===== src/rtl/ram_port_arbiter_if.sv =====
// ram_port_arbiter_if
//   Bundle of every signal between the requesters, the arbiter and the
//   single-port data RAM.
//
//   Requester side (one slot per channel c, packed c*W +: W):
//     req      request, held until granted
//     wr       1 = write, 0 = read
//     addr     NCH*AW request address
//     data_wr  NCH*DW write data
//     gnt      one-hot grant, combinational
//     rvalid   one-hot read-return strobe
//     data_rd  shared read data, valid with rvalid
//   RAM side:
//     ram_ce / ram_rd / ram_wr   registered command strobes
//     ram_addr, ram_data_wr      registered command address / write data
//     ram_data_rd                RAM read data, one cycle after a sampled read
//
//   modport slave  : the arbiter
//   modport master : everything around it (requesters plus RAM)
interface ram_port_arbiter_if #(
  parameter int NCH = 3,
  parameter int AW  = 32,
  parameter int DW  = 32
);
  logic [NCH-1:0]    req;
  logic [NCH-1:0]    wr;
  logic [NCH*AW-1:0] addr;
  logic [NCH*DW-1:0] data_wr;
  logic [NCH-1:0]    gnt;
  logic [NCH-1:0]    rvalid;
  logic [DW-1:0]     data_rd;

  logic              ram_ce;
  logic              ram_rd;
  logic              ram_wr;
  logic [AW-1:0]     ram_addr;
  logic [DW-1:0]     ram_data_wr;
  logic [DW-1:0]     ram_data_rd;

  modport slave (
    input  req, wr, addr, data_wr, ram_data_rd,
    output gnt, rvalid, data_rd, ram_ce, ram_rd, ram_wr, ram_addr, ram_data_wr
  );

  modport master (
    output req, wr, addr, data_wr, ram_data_rd,
    input  gnt, rvalid, data_rd, ram_ce, ram_rd, ram_wr, ram_addr, ram_data_wr
  );
endinterface


===== src/rtl/ram_port_arbiter.sv =====
// ram_port_arbiter
//   Shares one synchronous single-port data RAM among NCH requesters.
//   One request is accepted per cycle (req & gnt). The accepted command is
//   registered toward the RAM; reads carry a channel tag through a 2-stage
//   pipeline so the RAM data returns to the requester that asked for it,
//   two cycles after the grant.
//
//   Ports:
//     clk   rising-edge clock
//     rst   asynchronous active-high reset
//     bus   ram_port_arbiter_if.slave (requester handshake + RAM command/data)
//
//   Build option:
//     RAM_ARB_FIXED_PRIO_EN  defined   -> fixed priority, lowest index wins
//                            undefined -> round-robin (default)
module ram_port_arbiter #(
  parameter int NCH = 3,
  parameter int AW  = 32,
  parameter int DW  = 32
) (
  input logic              clk,
  input logic              rst,
  ram_port_arbiter_if.slave bus
);

  localparam int IW = (NCH > 1) ? $clog2(NCH) : 1;

  logic          lo_found;
  logic [IW-1:0] lo_idx;
  logic [IW-1:0] sel_idx;
  logic          accept;

  logic          cmd_ce;
  logic          cmd_rd;
  logic          cmd_wr;
  logic [AW-1:0] cmd_addr;
  logic [DW-1:0] cmd_data_wr;

  logic          tag1_v;
  logic [IW-1:0] tag1_idx;
  logic          tag2_v;
  logic [IW-1:0] tag2_idx;

  // Lowest-index requester; this is the whole arbiter in fixed-priority
  // builds and the wrap-around half of the round-robin search otherwise.
  always_comb begin
    lo_found = 1'b0;
    lo_idx   = '0;
    for (int c = 0; c < NCH; c++) begin
      if (!lo_found && bus.req[c]) begin
        lo_found = 1'b1;
        lo_idx   = IW'(c);
      end
    end
  end

`ifdef RAM_ARB_FIXED_PRIO_EN
  assign sel_idx = lo_idx;
`else
  logic [IW-1:0] rr_ptr;
  logic          hi_found;
  logic [IW-1:0] hi_idx;

  // Requesters at or above the pointer win first; if none, fall back to the
  // lowest requester below it, which gives the wrapped rotation order.
  always_comb begin
    hi_found = 1'b0;
    hi_idx   = '0;
    for (int c = 0; c < NCH; c++) begin
      if (!hi_found && bus.req[c] && (IW'(c) >= rr_ptr)) begin
        hi_found = 1'b1;
        hi_idx   = IW'(c);
      end
    end
  end

  assign sel_idx = hi_found ? hi_idx : lo_idx;

  // Pointer holds the channel that has top priority next cycle.
  always_ff @(posedge clk or posedge rst) begin
    if (rst) begin
      rr_ptr <= '0;
    end else if (accept) begin
      if (sel_idx == IW'(NCH - 1)) begin
        rr_ptr <= '0;
      end else begin
        rr_ptr <= sel_idx + IW'(1);
      end
    end
  end
`endif

  // Grant is suppressed while reset is high so nothing is accepted then.
  assign accept  = lo_found & ~rst;
  assign bus.gnt = accept ? (NCH'(1) << sel_idx) : '0;

  // Command stage: strobes drop on non-accept cycles, address/data hold.
  always_ff @(posedge clk or posedge rst) begin
    if (rst) begin
      cmd_ce      <= 1'b0;
      cmd_rd      <= 1'b0;
      cmd_wr      <= 1'b0;
      cmd_addr    <= '0;
      cmd_data_wr <= '0;
    end else if (accept) begin
      cmd_ce      <= 1'b1;
      cmd_rd      <= ~bus.wr[sel_idx];
      cmd_wr      <= bus.wr[sel_idx];
      cmd_addr    <= bus.addr[int'(sel_idx) * AW +: AW];
      cmd_data_wr <= bus.data_wr[int'(sel_idx) * DW +: DW];
    end else begin
      cmd_ce      <= 1'b0;
      cmd_rd      <= 1'b0;
      cmd_wr      <= 1'b0;
    end
  end

  assign bus.ram_ce      = cmd_ce;
  assign bus.ram_rd      = cmd_rd;
  assign bus.ram_wr      = cmd_wr;
  assign bus.ram_addr    = cmd_addr;
  assign bus.ram_data_wr = cmd_data_wr;

  // Read tags: stage 1 lines up with the RAM command, stage 2 with the RAM
  // read data. Writes travel as invalid slots so ordering stays trivial.
  always_ff @(posedge clk or posedge rst) begin
    if (rst) begin
      tag1_v   <= 1'b0;
      tag1_idx <= '0;
      tag2_v   <= 1'b0;
      tag2_idx <= '0;
    end else begin
      tag1_v   <= accept & ~bus.wr[sel_idx];
      tag1_idx <= sel_idx;
      tag2_v   <= tag1_v;
      tag2_idx <= tag1_idx;
    end
  end

  assign bus.rvalid  = tag2_v ? (NCH'(1) << tag2_idx) : '0;
  assign bus.data_rd = tag2_v ? bus.ram_data_rd : '0;

endmodule


===== src/flat_wrapper.sv =====
// flat-port wrapper written by rule: the top's interface ports become plain ports
module ram_port_arbiter_flat 
#(
  parameter int NCH = 3,
  parameter int AW  = 32,
  parameter int DW  = 32
)
  (clk, rst, bus_req, bus_wr, bus_addr, bus_data_wr, bus_ram_data_rd, bus_gnt, bus_rvalid, bus_data_rd, bus_ram_ce, bus_ram_rd, bus_ram_wr, bus_ram_addr, bus_ram_data_wr);
  ram_port_arbiter_if #(.NCH(NCH), .AW(AW), .DW(DW)) bus_i ();
  input logic clk;
  input logic rst;
  input wire logic [$bits(bus_i.req)-1:0] bus_req;
  input wire logic [$bits(bus_i.wr)-1:0] bus_wr;
  input wire logic [$bits(bus_i.addr)-1:0] bus_addr;
  input wire logic [$bits(bus_i.data_wr)-1:0] bus_data_wr;
  input wire logic [$bits(bus_i.ram_data_rd)-1:0] bus_ram_data_rd;
  output wire logic [$bits(bus_i.gnt)-1:0] bus_gnt;
  output wire logic [$bits(bus_i.rvalid)-1:0] bus_rvalid;
  output wire logic [$bits(bus_i.data_rd)-1:0] bus_data_rd;
  output wire logic [$bits(bus_i.ram_ce)-1:0] bus_ram_ce;
  output wire logic [$bits(bus_i.ram_rd)-1:0] bus_ram_rd;
  output wire logic [$bits(bus_i.ram_wr)-1:0] bus_ram_wr;
  output wire logic [$bits(bus_i.ram_addr)-1:0] bus_ram_addr;
  output wire logic [$bits(bus_i.ram_data_wr)-1:0] bus_ram_data_wr;
  assign bus_i.req = bus_req;
  assign bus_i.wr = bus_wr;
  assign bus_i.addr = bus_addr;
  assign bus_i.data_wr = bus_data_wr;
  assign bus_i.ram_data_rd = bus_ram_data_rd;
  assign bus_gnt = bus_i.gnt;
  assign bus_rvalid = bus_i.rvalid;
  assign bus_data_rd = bus_i.data_rd;
  assign bus_ram_ce = bus_i.ram_ce;
  assign bus_ram_rd = bus_i.ram_rd;
  assign bus_ram_wr = bus_i.ram_wr;
  assign bus_ram_addr = bus_i.ram_addr;
  assign bus_ram_data_wr = bus_i.ram_data_wr;
  ram_port_arbiter #(.NCH(NCH), .AW(AW), .DW(DW)) u_core (.clk(clk), .rst(rst), .bus(bus_i));
endmodule

===== config.mk =====
export PLATFORM = sky130hd
export DESIGN_NAME = ram_port_arbiter_flat
export DESIGN_NICKNAME = d
export VERILOG_FILES = /design/src/rtl/ram_port_arbiter_if.sv /design/src/rtl/ram_port_arbiter.sv /design/src/flat_wrapper.sv
export SDC_FILE = /design/constraint.sdc
export NUM_CORES = 1
export LEC_CHECK = 0
export ABC_CLOCK_PERIOD_IN_PS = 5950
export CAP_MARGIN = 40
export CELL_PAD_IN_SITES_DETAIL_PLACEMENT = 1
export CELL_PAD_IN_SITES_GLOBAL_PLACEMENT = 1
export CORE_MARGIN = 10
export CORE_UTILIZATION = 24
export CTS_BUF_LIST = sky130_fd_sc_hd__clkbuf_16
export DETAILED_ROUTE_END_ITERATION = 12
export MAX_ROUTING_LAYER = met4
export PLACE_DENSITY_LB_ADDON = 0.08
export SLEW_MARGIN = 40
export SYNTH_ARGS = -nofsm -noshare
export SYNTH_HDL_FRONTEND = slang
export SYNTH_SLANG_ARGS = --single-unit

===== constraint.sdc =====
create_clock -name clk -period 5.95 [get_ports clk]
set_input_delay 1.19 -clock clk [delete_from_list [all_inputs] [get_ports clk]]
set_output_delay 1.19 -clock clk [all_outputs]
set_load 0.02 [all_outputs]

==> flow_summary.ini, run 1 <==
[status]
outcome = finished, final reports clean

[worst_setup_path]
crit_arrival_ns = 3.48
crit_path_max_incr_delay_ns = 0.70
r2r_cells = 7
slowest_stage = clkdlybuf4s50_1
cp_top_family = buffers and inverters
critPathLaunch = bus_req[1]
worst-path-stages = 5
critPathLaunchType = input port
critical_path_class = in2out
r2r_slack_ns = 3.73
cp_max_fo = 24
path_buf_inv = 3
cp.required_ns = 4.76
endpoint_kind = primary output
crit_chain = clkdlybuf4s50_1 -> buf_4 -> nor2_1 -> o2111a_1 -> clkdlybuf4s50_1
crit_top_cell = clkdlybuf4s50_1
worstReg2RegStart = u_core.rr_ptr[0]

[place]
io_buffers = 336
placed_cells = 939
preCtsSetupSlack_ns = 1.282
dpl-instance-area_um2 = 7577
globalplace.congestion = 0.8457
dpl.hpwl_um = 18230

[cells_and_area]
antenna_cells = 0
stdcell_count = 955
finalInstanceArea_um2 = 7890
multiInputGateArea_um2 = 1992
drive_above_1_share = 0.07075
regArea_um2 = 1853
nNetsFinal = 962
nFillCells = 1823
syn2layout_area_growth_pct = 94.21

[pwr]
swShare = 0.3213
powerDensity_nw_per_um2 = 258.0
pwr-share-clk = 0.283
p_switching_uw = 654.1
ir_worst_vdd_uv = 121.9
p_int_uw = 1382
comb_power_share = 0.397
sequentialPowerShare = 0.320
power_leakage_uw = 0.003114

[timing]
drv_slew = 0
final-setup-viol-count = 0
layout_setup_ws_ns = 1.285
post-route-period-util = 0.7841
slew_headroom = 0.4887
rsz0062_at_grt = no
worstMarginPinSlew_ns = 0.7641
clock_skew_ns = 0.01015
fmax_ghz = 0.2143
finalSetupTns_ns = 0
hold_viol = 0
post-route-min-period_ns = 4.665
whs_ns = 0.3470

[yosys]
ys_async_sr_fraction = 1.000
ys_ff_latch = 74
yosys-top-cells-area = dfrtp_1 46%, a22oi_1 13%, a221o_1 7.1%, o221a_2 5.3%, and2_1 5.1%
synth_nets = 647
syn-cell-area_um2 = 4063
ys_types = 34
yosys.area.top_type = dfrtp_1
ys_warn_count = 0
syn_inst = 415
syn_avg_cell_area_um2 = 9.790
synthFlopType = dfrtp_1
synth.top_cell.area_share = 0.4558
synth-edff-count = 0
synth_seq_area_share = 0.4558

[global_route]
grt.overflow.total = 0
grt_pass1_wl_um = 33580
track_usage = 0.2006
antenna_found_initial = 0
grt_max_degree = 74
grt_pass1_vias = 5345

[floorplanning]
rows = 47
io_pins = 337
die_x_um = 150.1
start_util = 0.2450
die-area_um2 = 22530
die-height_um = 150.1
core_um2 = 16580

[clock_tree]
cts.sinks = 74
cts_setup_buffers = 0
ctsRootBufferMaster = clkbuf_16
cts_tree = yes
clk_path_buf_depth = 2
clock_latency_ns = 0.34
hold_buffers = 0
clk_pin_slew_ns = 0.05
numCtsBuffers = 9
ctsResizeCount = 0
h-tree-depth = 3

[drt]
wl_per_cell_um = 23.84
drt_drc_violations_left = 0
wl_um = 22770
drt-vias-per-instance = 5.026
drt_iter0_drc = 306
firstDrtPassIters = 5
vias = 4800
ant_nets = 0

[worst_hold_path]
hp-class = reg2reg
hp-start = u_core.tag1_idx[1]
worst_hold_path.num_cells = 0

[job]
drv_cap = 0
## final timing paths
path / endpoint
max reg2reg: u_core.bus.ram_data_wr[2]
max: bus_gnt[0]
min: u_core.tag2_idx[1]
min in group asynchronous: u_core.bus.ram_data_wr[5]
max in group asynchronous: u_core.tag2_v
min reg2reg: u_core.tag2_idx[1]
## synth_stat cells (2+ instances only)
| cell type | number |
|---|---|
| dfrtp_1 | 74 |
| a22oi_1 | 70 |
| nand2_1 | 40 |
| and2_1 | 33 |
| o21ai_1 | 30 |
| a221o_1 | 29 |
| o221a_2 | 19 |
| clkbuf_1 | 18 |
| buf_2 | 17 |
| nand2b_1 | 13 |
| a21oi_1 | 11 |
| nor2_1 | 11 |
| o2bb2ai_1 | 10 |
| o21ai_0 | 7 |
| buf_4 | 6 |
| a21o_1 | 3 |
| inv_1 | 3 |
| and3_1 | 2 |
| and3b_1 | 2 |
| inv_2 | 2 |
| nor3_1 | 2 |
## stage by stage
step / total power, uW / utilization
2_1_floorplan: 1014 / -
3_3_place_gp: 1463 / 0.4569
3_5_place_dp: 1481 / 0.4569
4_1_cts: 2067 / 0.4757
5_1_grt: 2146 / 0.4758
6_report: 2036 / 0.4758
## layout make-up
class | count | share of cell area
timing repair buffer | 346 | 0.4358
clock buffer | 9 | 0.02854
tap | 220 | 0.03489
multi-input combinational | 294 | 0.2525
sequential | 74 | 0.2349
inverter | 5 | 0.002537
clock inverter | 7 | 0.01094
## cells in the final DEF, fill, tap and decap left out, drive strengths merged, types with 2 or more instances in the layout
cell type	Yosys	final
nand2b	14	14
a21o	3	3
o221a	19	19
and3	2	2
nor2	12	12
buf	24	10
a22oi	70	70
a221o	29	29
and3b	2	2
and2	33	33
nand2	41	41
clkbuf	18	9
o21ai	37	37
bufinv	0	2
inv	5	6
o2bb2ai	10	10
dfrtp	74	74
clkinv	0	4
nor3	2	2
a21oi	11	11
clkdlybuf4s50	0	336
## flip-flops by register name, indices dropped and copies added, names as in the netlist
register / count
u_core.bus.ram_rd: 1
u_core.bus.ram_ce: 1
u_core.bus.ram_addr: 32
u_core.bus.ram_data_wr: 32
u_core.tag2_v: 1
u_core.rr_ptr: 2
u_core.bus.ram_wr: 1
u_core.tag2_idx: 2
u_core.tag1_idx: 2
## power by group through the flow
stage               Combinational, uW  Clock, uW  Sequential, uW
floorplan                         256          0             757
global placement                  806          0             657
detailed placement                820          0             661
CTS                               823        591             653
global route                      864        616             665
finish                            808        575             652
## cell families after synthesis
logic type	Yosys count	synth area share
buffers and inverters	47	0.05420
flip-flops	74	0.4558
AND/OR/NAND/NOR	111	0.1423
AO/OA/AOI/OAI	183	0.3477
## metal layers
| metal | global-route usage | routed length (um) | up-vias | share of wire |
|---|---|---|---|---|
| li1 | - | - | 2212 | - |
| met1 | 0.2156 | 8765 | 2326 | 0.38 |
| met2 | 0.3505 | 11680 | 235 | 0.51 |
| met3 | 0.05732 | 1812 | 27 | 0.080 |
| met4 | 0.06365 | 514 | 0 | 0.023 |
| met5 | - | 0 | - | 0 |
(Power assumes the default switching activity.)
==> run 2: changes to the inputs <==
--- a/config.mk
+++ b/config.mk
@@ -5,12 +5,12 @@
 export SDC_FILE = /design/constraint.sdc
 export NUM_CORES = 1
 export LEC_CHECK = 0
-export ABC_CLOCK_PERIOD_IN_PS = 5950
+export ABC_CLOCK_PERIOD_IN_PS = 4090
 export CAP_MARGIN = 40
 export CELL_PAD_IN_SITES_DETAIL_PLACEMENT = 1
 export CELL_PAD_IN_SITES_GLOBAL_PLACEMENT = 1
 export CORE_MARGIN = 10
-export CORE_UTILIZATION = 24
+export CORE_UTILIZATION = 20
 export CTS_BUF_LIST = sky130_fd_sc_hd__clkbuf_16
 export DETAILED_ROUTE_END_ITERATION = 12
 export MAX_ROUTING_LAYER = met4
==> constraint.sdc (replaced) <==
create_clock -name clk -period 4.09 [get_ports clk]
set_input_delay 0.818 -clock clk [delete_from_list [all_inputs] [get_ports clk]]
set_output_delay 0.818 -clock clk [all_outputs]
set_load 0.02 [all_outputs]
==> run 2 against run 1 <==
Sequential cell count is the same. Clock power grew 24%. Core utilization fell by 8.2 points. Worst setup slack got worse by 0.85 ns. Cell area up 0.27%. Hold slack better by 0.00072 ns. Clock skew is 0.00064 ns lower. Highest routed layer unchanged. Sequential power increased by 46%. First-iteration DRC count shrank 26%. Power grew 39%. Non-clock buffer count increased by 1. Critical endpoint is now bus_gnt[2]. Sequential share of layout area decreased by 0.079 points.
==> flow_summary.ini, run 2 (synthesis gave the netlist of run 1 again) <==
[timing]
clock_skew_ns = 0.009509
hold_viol = 0
layout_setup_ws_ns = 0.4339
whs_ns = 0.3477
post-route-min-period_ns = 3.656
rsz0062_at_grt = no
drv_slew = 0
finalSetupTns_ns = 0
slew_headroom = 0.4830
final-setup-viol-count = 0
fmax_ghz = 0.2735
post-route-period-util = 0.8939
worstMarginPinSlew_ns = 0.7755

[drt]
drt_iter0_drc = 227
drt-vias-per-instance = 4.748
vias = 4781
firstDrtPassIters = 4
ant_nets = 0
drt_drc_violations_left = 0
wl_um = 22910
wl_per_cell_um = 22.75

[floorplanning]
core_um2 = 20100
die-height_um = 162.5
rows = 52
io_pins = 337
die_x_um = 162.5
die-area_um2 = 26410
start_util = 0.2021

[cells_and_area]
multiInputGateArea_um2 = 1994
nNetsFinal = 963
final_common_cell = clkdlybuf4s50_1
drive_above_1_share = 0.06929
nFillCells = 2261
final_cell_mix = 336 x clkdlybuf4s50_1, 74 x dfrtp_1, 70 x a22oi_1, 39 x nand2_1, 33 x and2_1
utilization = 0.3935
stdcell_count = 1007
syn2layout_area_growth_pct = 94.73
regArea_um2 = 1852

[place]
preCtsSetupSlack_ns = 0.3958
placed_cells = 990
io_buffers = 336
dpl.hpwl_um = 17850
globalplace.congestion = 0.7488

[worst_setup_path]
r2r_cells = 7
reg2reg_to = u_core.bus.ram_data_wr[16]
cp_max_fo = 18
critical_path_class = in2out
worstReg2RegStart = u_core.rr_ptr[0]
endpoint_kind = primary output
cp.required_ns = 3.27
r2r_slack_ns = 1.96
crit_arrival_ns = 2.84
critPathLaunchType = input port

[global_route]
grt_max_degree = 74
track_usage = 0.1696
grt_pass1_wl_um = 33620
antenna_found_initial = 1
grt.overflow.total = 0
grt_pass1_vias = 5328

[clock_tree]
ctsRootBufferMaster = clkbuf_16
hold_buffers = 0
cts_setup_buffers = 0
cts_tree = yes
numCtsBuffers = 9
cts.sinks = 74
clock_latency_ns = 0.34
h-tree-depth = 3
clk_path_buf_depth = 2
ctsResizeCount = 0
clk_pin_slew_ns = 0.06

[worst_hold_path]
min_to = u_core.tag2_idx[1]
hp-class = reg2reg
worst_hold_path.num_cells = 0
hp-start = u_core.tag1_idx[1]

[pwr]
power_leakage_uw = 0.003101
ir_worst_vdd_uv = 182.7
powerDensity_nw_per_um2 = 358.3

[job]
drv_cap = 0

[status]
outcome = finished, final reports clean
## run 2: cell count changes in the layout (fill, tap and decap cells not counted), sizes merged
| cell | before | now |
|---|---|---|
| bufinv | 2 | 0 |
| buf | 10 | 11 |
| clkinv | 4 | 5 |
| diode | 0 | 1 |
| inv | 6 | 7 |
## run 2: how the worst max path moves through the flow
stage,start,end,depth (start not counted)
floorplan,rst,bus_gnt[0],4
global placement,rst,bus_gnt[0],4
detailed placement,rst,bus_gnt[0],4
CTS,rst,bus_gnt[0],4
global route,bus_req[0],bus_gnt[2],6
finish,bus_req[0],bus_gnt[2],6
## run 2: worst max-delay path, cell delays in order
cell and delay (ns):
clkdlybuf4s50_1 0.91, a21oi_1 0.18, a21o_2 0.24, nand2_1 0.09, inv_1 0.05, clkdlybuf4s50_1 0.54
## run 2: stage by stage
step	area, um2	total power [uW]
floorplan	4063	1475
global placement	7647	2135
detailed placement	7651	2156
CTS	7906	2889
global route	7911	2995
finish	7911	2834
## run 2: cell type report
class	instances	area share
multi-input cells	294	0.2521
diodes	1	0.0003163
clock inverters	7	0.003796
well taps	270	0.04270
flip-flops and latches	74	0.2341
clock buffers	9	0.02847
inverters	5	0.002530
repair buffers	347	0.4360
## run 2: layer usage
| layer | vias up | global-route usage | share of wire |
|---|---|---|---|
| li1 | 2213 | - | - |
| met1 | 2336 | 0.1898 | 0.41 |
| met2 | 210 | 0.2843 | 0.50 |
| met3 | 22 | 0.05233 | 0.080 |
| met4 | 0 | 0.05170 | 0.017 |
| met5 | - | - | 0 |
## run 2: power by group
group	internal [uW]	switching, uW	total, uW
logic	618	554	1170
registers	865	86.2	951
clock network	399	312	711
total	1880	953	2830
==> run 3: changes to the inputs <==
--- a/config.mk
+++ b/config.mk
@@ -5,12 +5,12 @@
 export SDC_FILE = /design/constraint.sdc
 export NUM_CORES = 1
 export LEC_CHECK = 0
-export ABC_CLOCK_PERIOD_IN_PS = 4090
+export ABC_CLOCK_PERIOD_IN_PS = 3600
 export CAP_MARGIN = 40
 export CELL_PAD_IN_SITES_DETAIL_PLACEMENT = 1
 export CELL_PAD_IN_SITES_GLOBAL_PLACEMENT = 1
-export CORE_MARGIN = 10
-export CORE_UTILIZATION = 20
+export CORE_MARGIN = 5
+export CORE_UTILIZATION = 22
 export CTS_BUF_LIST = sky130_fd_sc_hd__clkbuf_16
 export DETAILED_ROUTE_END_ITERATION = 12
 export MAX_ROUTING_LAYER = met4
==> constraint.sdc (replaced) <==
create_clock -name clk -period 3.6 [get_ports clk]
set_input_delay 0.72 -clock clk [delete_from_list [all_inputs] [get_ports clk]]
set_output_delay 0.72 -clock clk [all_outputs]
set_load 0.02 [all_outputs]
==> run 3 against run 2 <==
Register-to-register slack got worse by 0.53 ns. Power increased by 17%. Die area decreased by 19%. Combinational power increased by 14%. Clock skew decreased by 0.0020 ns. First-iteration DRC count decreased by 10%. Critical path depth unchanged. Sequential cell count unchanged. Core utilization increased by 4.4 points. Worst setup slack got worse by 0.055 ns. Critical path type unchanged. Global-route usage increased by 2.7 points. Hold slack improved by 0.0015 ns.
==> flow_summary.ini, run 3 (synthesis gave the netlist of run 1 again) <==
[worst_hold_path]
worst_hold_path.num_cells = 0
hp-start = u_core.tag1_idx[1]
min_to = u_core.tag2_idx[1]
hp-class = reg2reg

[timing]
post-route-period-util = 0.8948
drv_slew = 0
layout_setup_ws_ns = 0.3787
slew_headroom = 0.4955
post-route-min-period_ns = 3.221
worstMarginPinSlew_ns = 0.7549
hold_viol = 0
clock_skew_ns = 0.007479
fmax_ghz = 0.3104
final-setup-viol-count = 0
finalSetupTns_ns = 0
rsz0062_at_grt = no
whs_ns = 0.3492

[worst_setup_path]
worstReg2RegStart = u_core.rr_ptr[0]
r2r_slack_ns = 1.43
crit_path_max_incr_delay_ns = 0.63
crit_arrival_ns = 2.50
critPathLaunchType = input port
reg2reg_to = u_core.bus.ram_data_wr[28]
crit_top_cell = clkdlybuf4s50_1
slowest_stage = clkdlybuf4s50_1
cp.required_ns = 2.88
r2r_cells = 7
crit_chain = clkdlybuf4s50_1 -> nor2b_1 -> o21ai_1 -> nand3_1 -> nor2_2 -> clkdlybuf4s50_1
cp_max_fo = 5
critical_path_class = in2out
endpoint_kind = primary output

[clock_tree]
ctsRootBufferMaster = clkbuf_16
hold_buffers = 0
ctsResizeCount = 0
clk_path_buf_depth = 2
cts.sinks = 74
cts_tree = yes
cts_setup_buffers = 0
clk_pin_slew_ns = 0.06
h-tree-depth = 3
clock_latency_ns = 0.34
numCtsBuffers = 9

[drt]
vias = 4750
firstDrtPassIters = 4
drt-vias-per-instance = 4.912
wl_um = 21040
wl_per_cell_um = 21.76
drt_drc_violations_left = 0
drt_iter0_drc = 204
ant_nets = 0

[global_route]
antenna_found_initial = 1
grt.overflow.total = 0
grt_pass1_vias = 5366
grt_pass1_wl_um = 31910
grt_max_degree = 74
track_usage = 0.1970

[floorplanning]
core_um2 = 18090
die_x_um = 145.9
io_pins = 337
rows = 49
die-area_um2 = 21280
start_util = 0.2246
die-height_um = 145.9

[place]
globalplace.congestion = 0.8144
dpl.hpwl_um = 16020
io_buffers = 336
preCtsSetupSlack_ns = 0.3846

[pwr]
powerDensity_nw_per_um2 = 417.4
power_leakage_uw = 0.003114
ir_worst_vdd_uv = 219.5

[cells_and_area]
nFillCells = 1977
syn2layout_area_growth_pct = 94.89
final_common_cell = clkdlybuf4s50_1
drive_above_1_share = 0.07327
nNetsFinal = 965
final_cell_mix = 336 x clkdlybuf4s50_1, 73 x dfrtp_1, 70 x a22oi_1, 40 x nand2_1, 33 x and2_1

[job]
drv_cap = 0

[status]
outcome = finished, final reports clean
-- run 3: per-layer routing --
layer  share of wire  global-route usage  up-vias
li1                -                   -     2214
met1            0.38              0.2156     2290
met2            0.52              0.3489      222
met3           0.078             0.05107       24
met4           0.021             0.06363        0
met5               0                   -        -
-- run 3: stage by stage --
stage               utilization  total power, uW  std cells  area, um2
floorplan                     -             1675        415       4066
global placement         0.4216             2412        951       7625
detailed placement       0.4218             2440        951       7629
CTS                      0.4376             3363        966       7914
global route             0.4378             3475        967       7918
finish                   0.4378             3305        967       7918
-- run 3: critical path: cells and delay by family --
kind,cells,cell delay (ns)
compound gates,1,0.14
buf+inv,2,1.13
simple gates,3,0.50
-- run 3: power breakdown --
part	internal [uW]	leakage, uW	switching (uW)	total (uW)
combinational	705	0.00208	623	1330
sequential	983	0.000887	99.9	1080
clock	529	0.000142	365	894
total	2220	0.00311	1090	3300
-- run 3: area by class of cell --
class / count / area [um2] / area share
clock inverters: 6 / 60.06 / 0.007585
inverters: 5 / 22.52 / 0.002845
multi-input cells: 294 / 1991 / 0.2514
well taps: 229 / 286.5 / 0.03619
clock buffers: 9 / 225.2 / 0.02845
repair buffers: 349 / 3477 / 0.4392
flip-flops and latches: 74 / 1853 / 0.2340
diodes: 1 / 2.502 / 0.0003161
-- run 3: worst max-delay path by stage --
stage | slack, ns | from | cells after the start | end
finish | 0.38 | bus_req[2] | 6 | bus_gnt[1]
global route | 0.27 | bus_req[1] | 7 | bus_gnt[2]
CTS | 0.37 | bus_req[2] | 6 | bus_gnt[1]
detailed placement | 0.38 | bus_req[1] | 7 | bus_gnt[2]
global placement | 0.43 | bus_req[2] | 6 | bus_gnt[1]
floorplan | 0.39 | rst | 4 | bus_gnt[2]
